<file path="config.mk">
export PLATFORM = sky130hd
export DESIGN_NAME = ex3_digit_sequencer
export DESIGN_NICKNAME = d
export VERILOG_FILES = /design/src/rtl/ex3_digit_sequencer.sv
export SDC_FILE = /design/constraint.sdc
export NUM_CORES = 1
export LEC_CHECK = 0
export BUFFER_PORTS_ARGS = -buffer_cell sky130_fd_sc_hd__buf_2
export CAP_MARGIN = 20
export CORE_MARGIN = 10
export CORE_UTILIZATION = 62
export DETAILED_ROUTE_END_ITERATION = 6
export GPL_ROUTABILITY_DRIVEN = 0
export GPL_TIMING_DRIVEN = 0
export PLACE_DENSITY = 0.85
export SETUP_SLACK_MARGIN = 0.15
export SYNTH_ARGS = -nofsm -noshare
export SYNTH_HDL_FRONTEND = slang
export SYNTH_SLANG_ARGS = --single-unit
</file>
<file path="constraint.sdc">
create_clock -name clk -period 5.4 [get_ports clk]
set_clock_uncertainty 0.2 [all_clocks]
set_input_delay 1.08 -clock clk [delete_from_list [all_inputs] [get_ports clk]]
set_output_delay 1.08 -clock clk [all_outputs]
set_load 0.05 [all_outputs]
</file>
<file path="src/rtl/ex3_digit_sequencer.sv">
// ---------------------------------------------------------------------------
// ex3_digit_sequencer
//
// Collects NUM_DIGITS Excess-3 coded decimal digits, most significant digit
// first, and converts the frame to a binary value. Each accepted digit
// updates acc <= acc*10 + (digit-3). After the last digit of a frame the
// result is parked in a HOLD state until the consumer takes it.
//
// Optional feature: define EX3_ERR_CHECK_EN to flag invalid Excess-3 codes
// (0000-0010, 1101-1111). An invalid digit contributes 0 to the value and
// sets a sticky frame error reported on out_err. Without the macro, out_err
// is tied to 0 and every code is decoded as (code - 3) mod 16.
//
// Ports:
//   clk        in   clock, rising edge
//   rst        in   synchronous active-high reset
//   in_valid   in   in_digit holds a digit
//   in_ready   out  a digit is accepted this cycle when in_valid is also 1
//   in_digit   in   4-bit Excess-3 digit
//   out_valid  out  out_bin / out_err hold a completed frame
//   out_ready  in   consumer takes the result
//   out_bin    out  binary value of the frame (OUT_W bits)
//   out_err    out  frame contained an invalid code
//   busy       out  digits of the current frame accepted, or result held
//   dbg_state  out  current FSM state (0 = ACCUM, 1 = HOLD)
//
// Handshakes: a transfer happens on a rising edge where valid and ready are
// both 1; valid may not depend on ready, and the data is only meaningful
// while valid is 1. in_ready is 1 exactly in ACCUM, out_valid exactly in
// HOLD, so the block never accepts a digit while a result is pending.
// ---------------------------------------------------------------------------
module ex3_digit_sequencer #(
  parameter int NUM_DIGITS = 4,
  parameter int OUT_W      = 14
) (
  input  logic             clk,
  input  logic             rst,
  input  logic             in_valid,
  output logic             in_ready,
  input  logic [3:0]       in_digit,
  output logic             out_valid,
  input  logic             out_ready,
  output logic [OUT_W-1:0] out_bin,
  output logic             out_err,
  output logic             busy,
  output logic             dbg_state
);

  // One extra bit so the counter can hold NUM_DIGITS itself while in HOLD.
  localparam int CW = $clog2(NUM_DIGITS) + 1;
  localparam logic [CW-1:0] LAST_IDX = CW'(NUM_DIGITS - 1);

  typedef enum logic {
    ACCUM = 1'b0,
    HOLD  = 1'b1
  } state_t;

  state_t           state_q, state_d;
  logic [OUT_W-1:0] acc_q, acc_d;
  logic [OUT_W-1:0] out_bin_q, out_bin_d;
  logic [CW-1:0]    cnt_q, cnt_d;

  logic             accept;
  logic [3:0]       dec;
  logic [OUT_W-1:0] acc_next;

`ifdef EX3_ERR_CHECK_EN
  logic             err_q, err_d;
  logic             out_err_q, out_err_d;
  logic             dig_bad;

  // Valid Excess-3 codes are 0011..1100; anything else decodes to 0.
  always_comb begin
    dig_bad = (in_digit < 4'd3) || (in_digit > 4'd12);
    dec     = dig_bad ? 4'd0 : (in_digit - 4'd3);
  end
`else
  // Without checking, wrap modulo 16 (e.g. 0000 decodes to 13).
  always_comb begin
    dec = in_digit - 4'd3;
  end
`endif

  assign accept = in_valid && (state_q == ACCUM);

  // Arithmetic in OUT_W bits: the low bits of a product/sum do not depend
  // on the discarded high bits, so this is the truncated result directly.
  assign acc_next = (acc_q * OUT_W'(10)) + OUT_W'(dec);

  always_comb begin
    state_d   = state_q;
    acc_d     = acc_q;
    cnt_d     = cnt_q;
    out_bin_d = out_bin_q;
`ifdef EX3_ERR_CHECK_EN
    err_d     = err_q;
    out_err_d = out_err_q;
`endif
    case (state_q)
      ACCUM: begin
        if (accept) begin
          acc_d = acc_next;
          cnt_d = cnt_q + CW'(1);
`ifdef EX3_ERR_CHECK_EN
          err_d = err_q | dig_bad;
`endif
          if (cnt_q == LAST_IDX) begin
            out_bin_d = acc_next;
`ifdef EX3_ERR_CHECK_EN
            out_err_d = err_q | dig_bad;
`endif
            state_d   = HOLD;
          end
        end
      end
      HOLD: begin
        if (out_ready) begin
          state_d = ACCUM;
          acc_d   = '0;
          cnt_d   = '0;
`ifdef EX3_ERR_CHECK_EN
          err_d   = 1'b0;
`endif
        end
      end
      default: state_d = ACCUM;
    endcase
  end

  always_ff @(posedge clk) begin
    if (rst) begin
      state_q   <= ACCUM;
      acc_q     <= '0;
      cnt_q     <= '0;
      out_bin_q <= '0;
`ifdef EX3_ERR_CHECK_EN
      err_q     <= 1'b0;
      out_err_q <= 1'b0;
`endif
    end else begin
      state_q   <= state_d;
      acc_q     <= acc_d;
      cnt_q     <= cnt_d;
      out_bin_q <= out_bin_d;
`ifdef EX3_ERR_CHECK_EN
      err_q     <= err_d;
      out_err_q <= out_err_d;
`endif
    end
  end

  assign in_ready  = (state_q == ACCUM);
  assign out_valid = (state_q == HOLD);
  assign out_bin   = out_bin_q;
  assign busy      = (cnt_q != '0) || (state_q == HOLD);
  assign dbg_state = state_q;
`ifdef EX3_ERR_CHECK_EN
  assign out_err   = out_err_q;
`else
  assign out_err   = 1'b0;
`endif

endmodule
</file>
* After elaboration in Yosys (flattened, before gate mapping) *
Index checks and enable logic that the tools add are counted.

operators by class
  reduce and logical (&&, ||, !) cells = 5
  multiplexer cells = 10
  add/subtract/negate cells = 3
  $mul = 1
  equal/unequal tests = 3
  bitwise gates (word level) = 1

operators by type and width
  kind                     number
  $mux W14                 2
  $pmux W14 S2             1
  $add A14 B4 Y14          1
  $mul A14 B3 Y13 const B  1
  $mux W3                  2
  $pmux W3 S2              1
  $sub A4 B2 Y4 const B    1
  $add A3 B1 Y3 const B    1
  $eq A3 B2 Y1 const B     1
  $mux W1                  3
  $reduce_and A3 Y1        1
  $reduce_bool A3 Y1       1
  $ne A2 B1 Y1 const B     1
  $ne A2 B2 Y1 const B     1
  $pmux W1 S2              1
  $reduce_and A2 Y1        1
  $logic_and A1 B1 Y1      1
  $logic_or A1 B1 Y1       1
  $not A1 Y1               1

storage, ports and cells
  flip-flop bits (word level) = 32
  bits of input ports = 8

* Logic depth before layout (Yosys ltp) *
Gate-level depths: netlist of run 1.

  depth in word-level cells = 4
  mapped depth = 11
  mapped depth without buffers = 11

* Worst setup path before layout of run 1 *
No wires, ideal clock.

  path kind = input-to-reg
  from = input in_digit[0]
  to = register out_bin_q[13] (netlist: out_bin[13])
  path slack = 1.825 ns
  cell stages on the path = 11
  library setup time = 0.132 ns
  data arrival time = 3.243 ns
  data required time = 5.068 ns
  path through = ha_1 xnor2_1 inv_1 fa_1 nor2b_1 o21ai_0 nor3_1 nand3b_1 nor4b_4 mux2i_1 nor4_2

between the ends
  word-level cells in the longest chain between the ends = 2

ends and longest elaborated chain
  what                    RTL line  source
  start: declaration      40        input logic [3:0] in_digit,
  $sub A4 B2 Y4           80        dec = in_digit - 4'd3;
  $add A14 B4 Y14         88        assign acc_next = (acc_q * OUT_W'(10)) + OUT_W'(dec);
  end signal: assignment  144       out_bin_q <= out_bin_d;
  end: declaration        60        logic [OUT_W-1:0] out_bin_q, out_bin_d;

Every way passes these cells.
A chain may end at the register's enable or synchronous reset.

* Worst setup path in the final report of run 1 *
Ends and elaborated chain as after synthesis.

==> results of run 1 <==
==> per-stage QoR <==
| step | hold slack [ns] | setup WS (ns) | cell area [sq um] |
|---|---|---|---|
| 4_1_cts | 0.274 | 1.69 | 2390 |
| 5_1_grt | 0.294 | 1.44 | 2390 |
| 3_3_place_gp | 0.242 | 1.42 | 2320 |
| 6_report | 0.273 | 1.67 | 2390 |
| 2_1_floorplan | 0.240 | 1.82 | 2140 |
| 3_5_place_dp | 0.259 | 1.35 | 2320 |
==> Yosys cell counts, types with 5 or more instances <==
cell,count
dfxtp_1,31
nor2_1,29
ha_1,26
a21oi_1,20
nand2_1,18
inv_1,11
o21ai_0,10
clkbuf_1,9
xor2_1,9
nor3_1,8
xnor2_1,8
a22oi_1,7
a211oi_1,6
a21o_1,5
nor2b_1,5
==> flip-flops by register name (all words and copies together), names as in the netlist <==
register   cells
acc_q         13
cnt_q          3
dbg_state      1
out_bin       14
==> where the power goes <==
part	leakage, nW	internal, mW	switching [mW]	total [mW]
Combinational	0.852	0.0695	0.108	0.177
Clock	0.0386	0.0766	0.0801	0.157
Sequential	0.252	0.240	0.0125	0.253
Total	1.14	0.387	0.200	0.587
==> metal layers <==
metal  vias up  global-route usage, %
met5         -                      0
met4         0                   5.02
met3         9                   5.07
met2        49                   30.0
met1       905                   18.6
li1        952                      -
==> worst min-delay path: stages (launching register included) <==
cell	delay, ns
dfxtp_1	0.33
nand2_1	0.05
a21oi_1	0.05
==> layout make-up <==
type | count | area, sq um | share of cell area (%)
clock buffers | 8 | 68.8 | 2.88
multi-input cells | 195 | 1420 | 59.3
well taps | 46 | 57.6 | 2.41
inverters | 11 | 41.3 | 1.73
repair buffers | 25 | 125 | 5.24
plain buffers | 13 | 58.8 | 2.46
flip-flops and latches | 31 | 621 | 26.0
==> cell families after synthesis <==
logic type / Yosys count / share of synthesized area (%)
simple gates: 84 / 20.7
compound gates: 62 / 20.0
flops: 31 / 29.0
fa+ha+maj: 28 / 17.1
buf+inv: 24 / 4.68
xor+xnor: 17 / 6.96
mux: 3 / 1.40
other cells: 1 / 0.175
==> worst min-delay path by stage <==
| stage | startpoint | to |
|---|---|---|
| 2_1_floorplan | acc_q[11] | acc_q[11] |
| 3_3_place_gp | out_bin[5] | out_bin[5] |
| 6_report | out_bin[5] | out_bin[5] |
| 3_5_place_dp | out_bin[5] | out_bin[5] |
| 4_1_cts | out_bin[5] | out_bin[5] |
| 5_1_grt | out_bin[5] | out_bin[5] |
==> summary.txt, run 1 <==
Yosys
  • Post-Syn Nets: 286
  • Yosys top cell area share: 29.0%
  • #FFs+latches synth: 31
  • Synth top area cells: dfxtp_1, ha_1, nor2_1
  • Mapped cell area: 2140 sq um
  • Synth Warn #: 0
  • Largest area contributor in the netlist: dfxtp_1
  • Syn Inst Count: 250
  • Netlist cell types: 44
  • Asr flop ratio synth: 0%
  • Register area share after synthesis: 29.0%
  • Top_reg_cell synth: dfxtp_1
  • Post-synth EDFFs: 0
  • Post-Syn Area per Cell: 8.55 sq um

Layout
  • N_diodes: 0
  • Commonest cells after routing, fill and taps aside: dfxtp_1, nor2_1, buf_2
  • Area Growth Syn to Fin: 11.8%
  • Fillers: 261
  • Final layout net count: 318
  • Commonest non-fill, non-tap cell in the layout: dfxtp_1
  • Share of layout cells above drive strength 1: 16.3%
  • Final Non-Filler Cells: 329
  • Post-layout util: 71.6%

Route
  • DR vias/cell: 5.82
  • Top layer in use: met4
  • Routed Antenna Nets: 0
  • M1 wire length: 2050 microns
  • Detail Route met3 WL: 259 microns
  • Initial DRC Count: 92
  • Met2 wire len: 2630 microns
  • Vias: 1915
  • Wirelength per Cell: 15.2 microns
  • WL final: 5010 microns
  • DRC Markers: 0
  • 1st-pass router iterations: 4

Floorplan
  • Die X: 78.7 microns
  • Row cnt: 21
  • Starting Density: 64.1%
  • Core footprint: 3340 sq um
  • Die area: 6200 sq um
  • Die height: 78.7 microns
  • Ports: 27

Setup path
  • Crit. End Element: register
  • Crit Path Category: primary input to register
  • CP Cell Sequence: buf_2, ha_1, xnor2_1, inv_1, fa_1, nor2b_1, o21ai_0, nor3_1, nand3b_1, nor4b_4, mux2i_1, nor4_2
  • Worst Path Arrival: 3.74 ns
  • Max stage delay cell, worst path: fa_1
  • Worst setup path end: out_bin[13]
  • Reg-to-reg slack, setup: 2.02 ns
  • Delay-heaviest family, CP: simple AND/OR/NAND/NOR gates
  • R2r worst-path depth: 11
  • Worst Setup Start Kind: primary input
  • CP peak stage delay: 0.43 ns
  • Crit. path cell count: 12
  • Worst Path Max Fanout: 4
  • Worst R2R Start: acc_q[1]
  • FF-to-FF End: out_bin[13]
  • Buf+Inv Stages, Crit Path: 2
  • Worst Setup SP: in_digit[0]
  • Req. time, crit path: 5.41 ns

CTS
  • Clk slew on worst S/H paths: 0.10 ns
  • Clk root buf: clkbuf_4
  • H-tree Lvls: 2
  • Max Root-Sink Buffers: 2
  • TritonCTS Buffers: 5
  • Post-cts resize count: 0
  • Clock sink count: 31
  • Setup repair bufs after CTS: 0
  • Hold-fix buffers, CTS: 0
  • CTS tree: yes
  • Clk Latency, worst-skew pair: 0.33 ns

Timing
  • Rel. slew slack: 57.2%
  • Final Cycle Share: 69.1%
  • Endpoints failing setup: 0
  • Max Clk Rate: 268 MHz
  • Unrepaired setup endpoints after global routing: false
  • Slew @ Worst Pin: 0.642 ns
  • Final slew viol count: 0
  • Final count of hold timing violations: 0
  • Post-layout minimum cycle time: 3.73 ns
  • Setup TNS: 0 ns

Placement
  • Number of buffers added on ports: 25
  • Dpl hpwl: 3820 microns
  • Cell total after placement: 321

GRT
  • Largest net degree at the start of global routing: 11
  • Initial antenna violation count: 0
  • Vias in the first global route: 1950
  • First-pass GRT wire length: 8560 microns
  • Gr usage total: 16.8%
  • Total congestion overflow: 0

Outcome
  • Status: finished, final reports clean

Pwr
  • Total power: 0.587 mW
  • Pleak: 1.14 nW
  • Power per cell area: 246 nW/um^2
  • Max VDD drop: 0.214 mV

Worst hold path
  • Worst min path class: register to register
  • Hold Path Stages: 2

Job
  • Max-capacitance violation count: 0
Note: power is estimated with default switching activity, not from simulation.
==> run 2: changes to the inputs <==
Settings changed: CORE_UTILIZATION 62 to 52, PLACE_DENSITY 0.85 to 0.76.
Clock period 5.4 ns to 3.16 ns, I/O delays scaled along.
==> run 2 against run 1 <==
Flip-flop and latch count unchanged. Largest power group unchanged. Routed wire length up 5.4%. Count of clock-buffer cells in the layout down 2. Critical path type is now register to register. Sequential share of layout area down 2.4 points. Worst hold slack worse by 0.016 ns.
==> summary.txt, run 2 (synthesis gave the netlist of run 1 again) <==
Pwr
  • Reg power frac: 39.2%
  • Internal power: 0.722 mW
  • Clock power share: 25.9%
  • Gate power share: 35.0%
  • NetSw: 0.385 mW
  • Max VDD drop: 0.290 mV
  • Sw frac: 34.8%
  • Power per cell area: 415 nW/um^2
  • Pleak: 1.20 nW

Route
  • Initial DRC Count: 86
  • Wirelength per Cell: 15.4 microns
  • DRC Markers: 0
  • Vias: 1929
  • 1st-pass router iterations: 4
  • WL final: 5280 microns
  • DR vias/cell: 5.64
  • Routed Antenna Nets: 0

Setup path
  • Max stage delay cell, worst path: dfxtp_1
  • Worst Path Arrival: 2.99 ns
  • Reg-to-reg slack, setup: 0.12 ns
  • Worst R2R Start: acc_q[2]
  • Crit. End Element: register
  • R2r worst-path depth: 11
  • FF-to-FF End: out_bin[13]
  • CP Cell Sequence: ha_1, ha_4, inv_2, fa_2, nand2b_4, a211oi_4, nor3_1, nand3b_1, nor4b_4, mux2i_1, nor4_2
  • Worst setup path end: out_bin[13]
  • Worst Path Max Fanout: 4
  • Req. time, crit path: 3.11 ns
  • Crit Path Category: register to register
  • Worst Setup Start Kind: register
  • Worst Setup SP: acc_q[2]
  • CP peak stage delay: 0.39 ns

Floorplan
  • Ports: 27
  • Core footprint: 4000 sq um
  • Starting Density: 53.5%
  • Die area: 7080 sq um
  • Die X: 84.1 microns
  • Row cnt: 23
  • Die height: 84.1 microns

Layout
  • Fillers: 331
  • Commonest non-fill, non-tap cell in the layout: nor2_1
  • Commonest cells after routing, fill and taps aside: nor2_1, buf_2, dfxtp_1
  • N_diodes: 0
  • Area Growth Syn to Fin: 24.8%
  • Share of layout cells above drive strength 1: 28.8%
  • Post-layout util: 66.7%
  • Final Non-Filler Cells: 342
  • Max FFs per register: 14
  • Final layout net count: 329

Placement
  • Worst slack, placed: -0.187 ns
  • Cell total after placement: 325
  • Dpl hpwl: 3790 microns
  • Number of buffers added on ports: 25

Timing
  • Final worst slack: 0.120 ns
  • Unrepaired setup endpoints after global routing: true
  • Max Clk Rate: 329 MHz
  • Final slew viol count: 0
  • Slew @ Worst Pin: 0.592 ns
  • Final Cycle Share: 96.2%
  • Endpoints failing setup: 0
  • Post-layout minimum cycle time: 3.04 ns
  • Rel. slew slack: 60.5%
  • Final count of hold timing violations: 0

GRT
  • Vias in the first global route: 1871
  • Total congestion overflow: 0
  • Initial antenna violation count: 0
  • Gr usage total: 13.8%
  • First-pass GRT wire length: 8290 microns
  • Largest net degree at the start of global routing: 11

CTS
  • Hold-fix buffers, CTS: 0
  • Clk Latency, worst-skew pair: 0.28 ns
  • CTS tree: yes
  • TritonCTS Buffers: 5
  • Clock sink count: 31
  • H-tree Lvls: 2
  • Clk slew on worst S/H paths: 0.06 ns
  • Clk root buf: clkbuf_8
  • Max Root-Sink Buffers: 2

Worst hold path
  • Worst min path class: register to register

Job
  • Max-capacitance violation count: 0

Outcome
  • Status: finished, final reports clean
[run 2: changes by cell type in the layout (fill, tap and decap cells not counted), sizes merged]
cell and delta:
clkbuf -2, buf +11
[run 2: worst max-delay path, delay by kind of cell, from the launching register on]
kind            cells  cell delay (ns)
compound gates      1             0.30
flops               1             0.39
fa+ha+maj           3             0.77
simple gates        5             0.96
mux                 1             0.26
buf+inv             1             0.04
[run 2: metal layers]
layer  track usage [%]  vias up  share of wire (%)
li1                  -      962                  -
met1              15.7      913                 44
met2              24.0       41                 50
met3              3.81       13                3.9
met4              4.87        0                2.0
met5                 0        -                  0
[run 2: repair_timing]
action | 4_1_cts | 5_1_grt
setup endpoints to repair | 7 | 9
gates resized for setup | 6 | 26
pin swaps | 3 | 12
gates cloned | 0 | 0
buffers inserted | 4 | 7
[run 2: per-stage QoR]
stage	TNS (ns)	area [sq um]	power [mW]	hold slack, ns
final	0	2670	1.11	0.257
after global routing	-0.00443	2670	1.17	0.283
after CTS	0	2490	1.05	0.261
after detailed placement	-0.287	2360	0.750	0.245
after global placement	-0.168	2360	0.742	0.243
after floorplan	0	2170	0.684	0.240
[run 2: cell type report]
cell class	count	area, sq um	share of cell area (%)
repair buffers	36	208	7.79
clock buffers	6	72.6	2.72
well taps	50	62.6	2.35
flip-flops and latches	31	628	23.5
multi-input cells	195	1600	59.8
inverters	11	41.3	1.55
plain buffers	13	60.1	2.25
[run 2: how the worst min path moves through the flow]
stage / from / endpoint / cells past startpoint
CTS: out_bin[3] / out_bin[3] / 2
floorplan: acc_q[11] / acc_q[11] / 2
detailed placement: out_bin[3] / out_bin[3] / 2
global placement: out_bin[3] / out_bin[3] / 2
finish: out_bin[1] / out_bin[1] / 2
global route: acc_q[11] / acc_q[11] / 2
[run 2: power by group through the flow]
stage                     logic (mW)  clock network, mW  registers [mW]
after floorplan                0.244                  0           0.441
after CTS                      0.336              0.285           0.431
final                          0.387              0.286           0.434
after global placement         0.303                  0           0.439
after detailed placement       0.311                  0           0.440
after global routing           0.428              0.303           0.437
==> run 3: changes to the inputs <==
Settings changed: GPL_TIMING_DRIVEN 0 to unset, SKIP_CTS_REPAIR_TIMING set to 1.
==> run 3 against run 2 <==
Count of clock-buffer cells in the layout up 1. Power down 0.27%. Worst hold slack worse by 0.0054 ns. Core utilization down 1.8 points. Maximum frequency up 1.7%. Global-route usage up 0.37 points. Largest power group unchanged.
==> summary.txt, run 3 (synthesis gave the netlist of run 1 again) <==
Setup path
  • Crit. End Element: register
  • Worst setup path end: out_bin[13]
  • Reg-to-reg slack, setup: 0.17 ns
  • Worst Path Max Fanout: 6
  • Worst Setup Start Kind: register
  • Worst R2R Start: acc_q[2]
  • Req. time, crit path: 3.11 ns
  • FF-to-FF End: out_bin[13]
  • Crit Path Category: register to register
  • R2r worst-path depth: 11
  • Worst Setup SP: acc_q[2]
  • Worst Path Arrival: 2.94 ns

Timing
  • Final Cycle Share: 94.6%
  • Worst hold slack: 0.252 ns
  • Post-layout minimum cycle time: 2.99 ns
  • Endpoints failing setup: 0
  • Rel. slew slack: 61.4%
  • Unrepaired setup endpoints after global routing: true
  • Slew @ Worst Pin: 0.579 ns
  • Final count of hold timing violations: 0
  • Final worst slack: 0.171 ns
  • Max Clk Rate: 335 MHz
  • Setup TNS: 0 ns
  • Final slew viol count: 0

Route
  • Wirelength per Cell: 15.0 microns
  • Routed Antenna Nets: 0
  • DRC Markers: 0
  • Vias: 1866
  • 1st-pass router iterations: 6
  • WL final: 5030 microns
  • DR vias/cell: 5.55
  • Initial DRC Count: 80

Pwr
  • Reg power frac: 39.3%
  • Power per cell area: 426 nW/um^2
  • NetSw: 0.380 mW
  • Pleak: 1.18 nW
  • Total power: 1.10 mW
  • Gate power share: 33.1%
  • Sw frac: 34.4%
  • Max VDD drop: 0.286 mV
  • Clock power share: 27.6%
  • Internal power: 0.724 mW

CTS
  • Clk root buf: clkbuf_8
  • Clk slew on worst S/H paths: 0.07 ns
  • CTS tree: yes
  • Max Root-Sink Buffers: 2
  • H-tree Lvls: 2
  • Clock sink count: 31
  • Clk Latency, worst-skew pair: 0.29 ns
  • TritonCTS Buffers: 5

Floorplan
  • Die area: 7080 sq um
  • Die X: 84.1 microns
  • Row cnt: 23
  • Ports: 27
  • Core footprint: 4000 sq um
  • Starting Density: 53.5%
  • Die height: 84.1 microns

Layout
  • Post-layout util: 64.8%
  • Commonest non-fill, non-tap cell in the layout: nor2_1
  • Final layout net count: 321
  • Max FFs per register: 14
  • Area Growth Syn to Fin: 21.3%
  • N_diodes: 0
  • Final Non-Filler Cells: 336
  • Share of layout cells above drive strength 1: 26.9%
  • Design area: 2590 sq um
  • Commonest cells after routing, fill and taps aside: nor2_1, dfxtp_1, buf_2
  • Fillers: 326

GRT
  • Total congestion overflow: 0
  • Gr usage total: 14.2%
  • Vias in the first global route: 1899
  • Largest net degree at the start of global routing: 34
  • First-pass GRT wire length: 8490 microns
  • Initial antenna violation count: 0

Worst hold path
  • Hold Crit Start: out_bin[1]
  • Worst min path class: register to register

Placement
  • Worst slack, placed: -0.111 ns
  • Placed cell areas: 2400 sq um
  • Cell total after placement: 325
  • Dpl hpwl: 3780 microns
  • Number of buffers added on ports: 25

Job
  • Max-capacitance violation count: 0

Outcome
  • Status: finished, final reports clean
run 3: cell count changes in the layout (fill, tap and decap cells not counted), moves of 2 or more:
| cell | previous run | this run |
|---|---|---|
| o21ai_0 | 7 | 9 |
| nor3_1 | 5 | 7 |
| clkbuf_1 | 9 | 2 |
| buf_2 | 27 | 25 |
| o21ai_1 | 2 | 0 |
| buf_4 | 13 | 16 |
run 3: worst min-delay path by stage:
stage	end	slack, ns	cells after the start
after floorplan	acc_q[11]	0.24	2
after global placement	out_bin[3]	0.24	2
after detailed placement	out_bin[1]	0.24	2
after CTS	out_bin[1]	0.25	2
after global routing	out_bin[1]	0.28	2
final	out_bin[1]	0.25	2
run 3: routing by layer:
metal / up-vias / track usage [%] / routed length, microns
li1: 952 / - / -
met1: 862 / 16.4 / 2220
met2: 40 / 23.8 / 2500
met3: 12 / 4.69 / 203
met4: 0 / 5.02 / 103
met5: - / 0 / 0
run 3: power by group through the flow:
stage | clock network [mW] | logic [mW] | registers (mW)
2_1_floorplan | 0 | 0.244 | 0.441
5_1_grt | 0.330 | 0.408 | 0.435
6_report | 0.305 | 0.366 | 0.434
4_1_cts | 0.304 | 0.329 | 0.432
3_5_place_dp | 0 | 0.324 | 0.440
3_3_place_gp | 0 | 0.318 | 0.439
run 3: worst max-delay path, stage by stage, from the launching register on:
cell and delay (ns):
dfxtp_1 0.40, ha_1 0.24, ha_4 0.15, inv_2 0.04
fa_2 0.38, nand2b_4 0.16, a21oi_2 0.18, xor2_2 0.22
nand4_4 0.18, nor4b_4 0.36, mux2i_1 0.27, nor4_2 0.07
run 3: area by class of cell:
class	instances	area [sq um]	area share, %
clock buffer	7	76.3	2.94
clock inverter	1	5.00	0.193
inverter	11	41.3	1.59
multi-input combinational	195	1540	59.2
sequential	31	627	24.2
tap	50	62.6	2.41
timing repair buffer	41	245	9.45
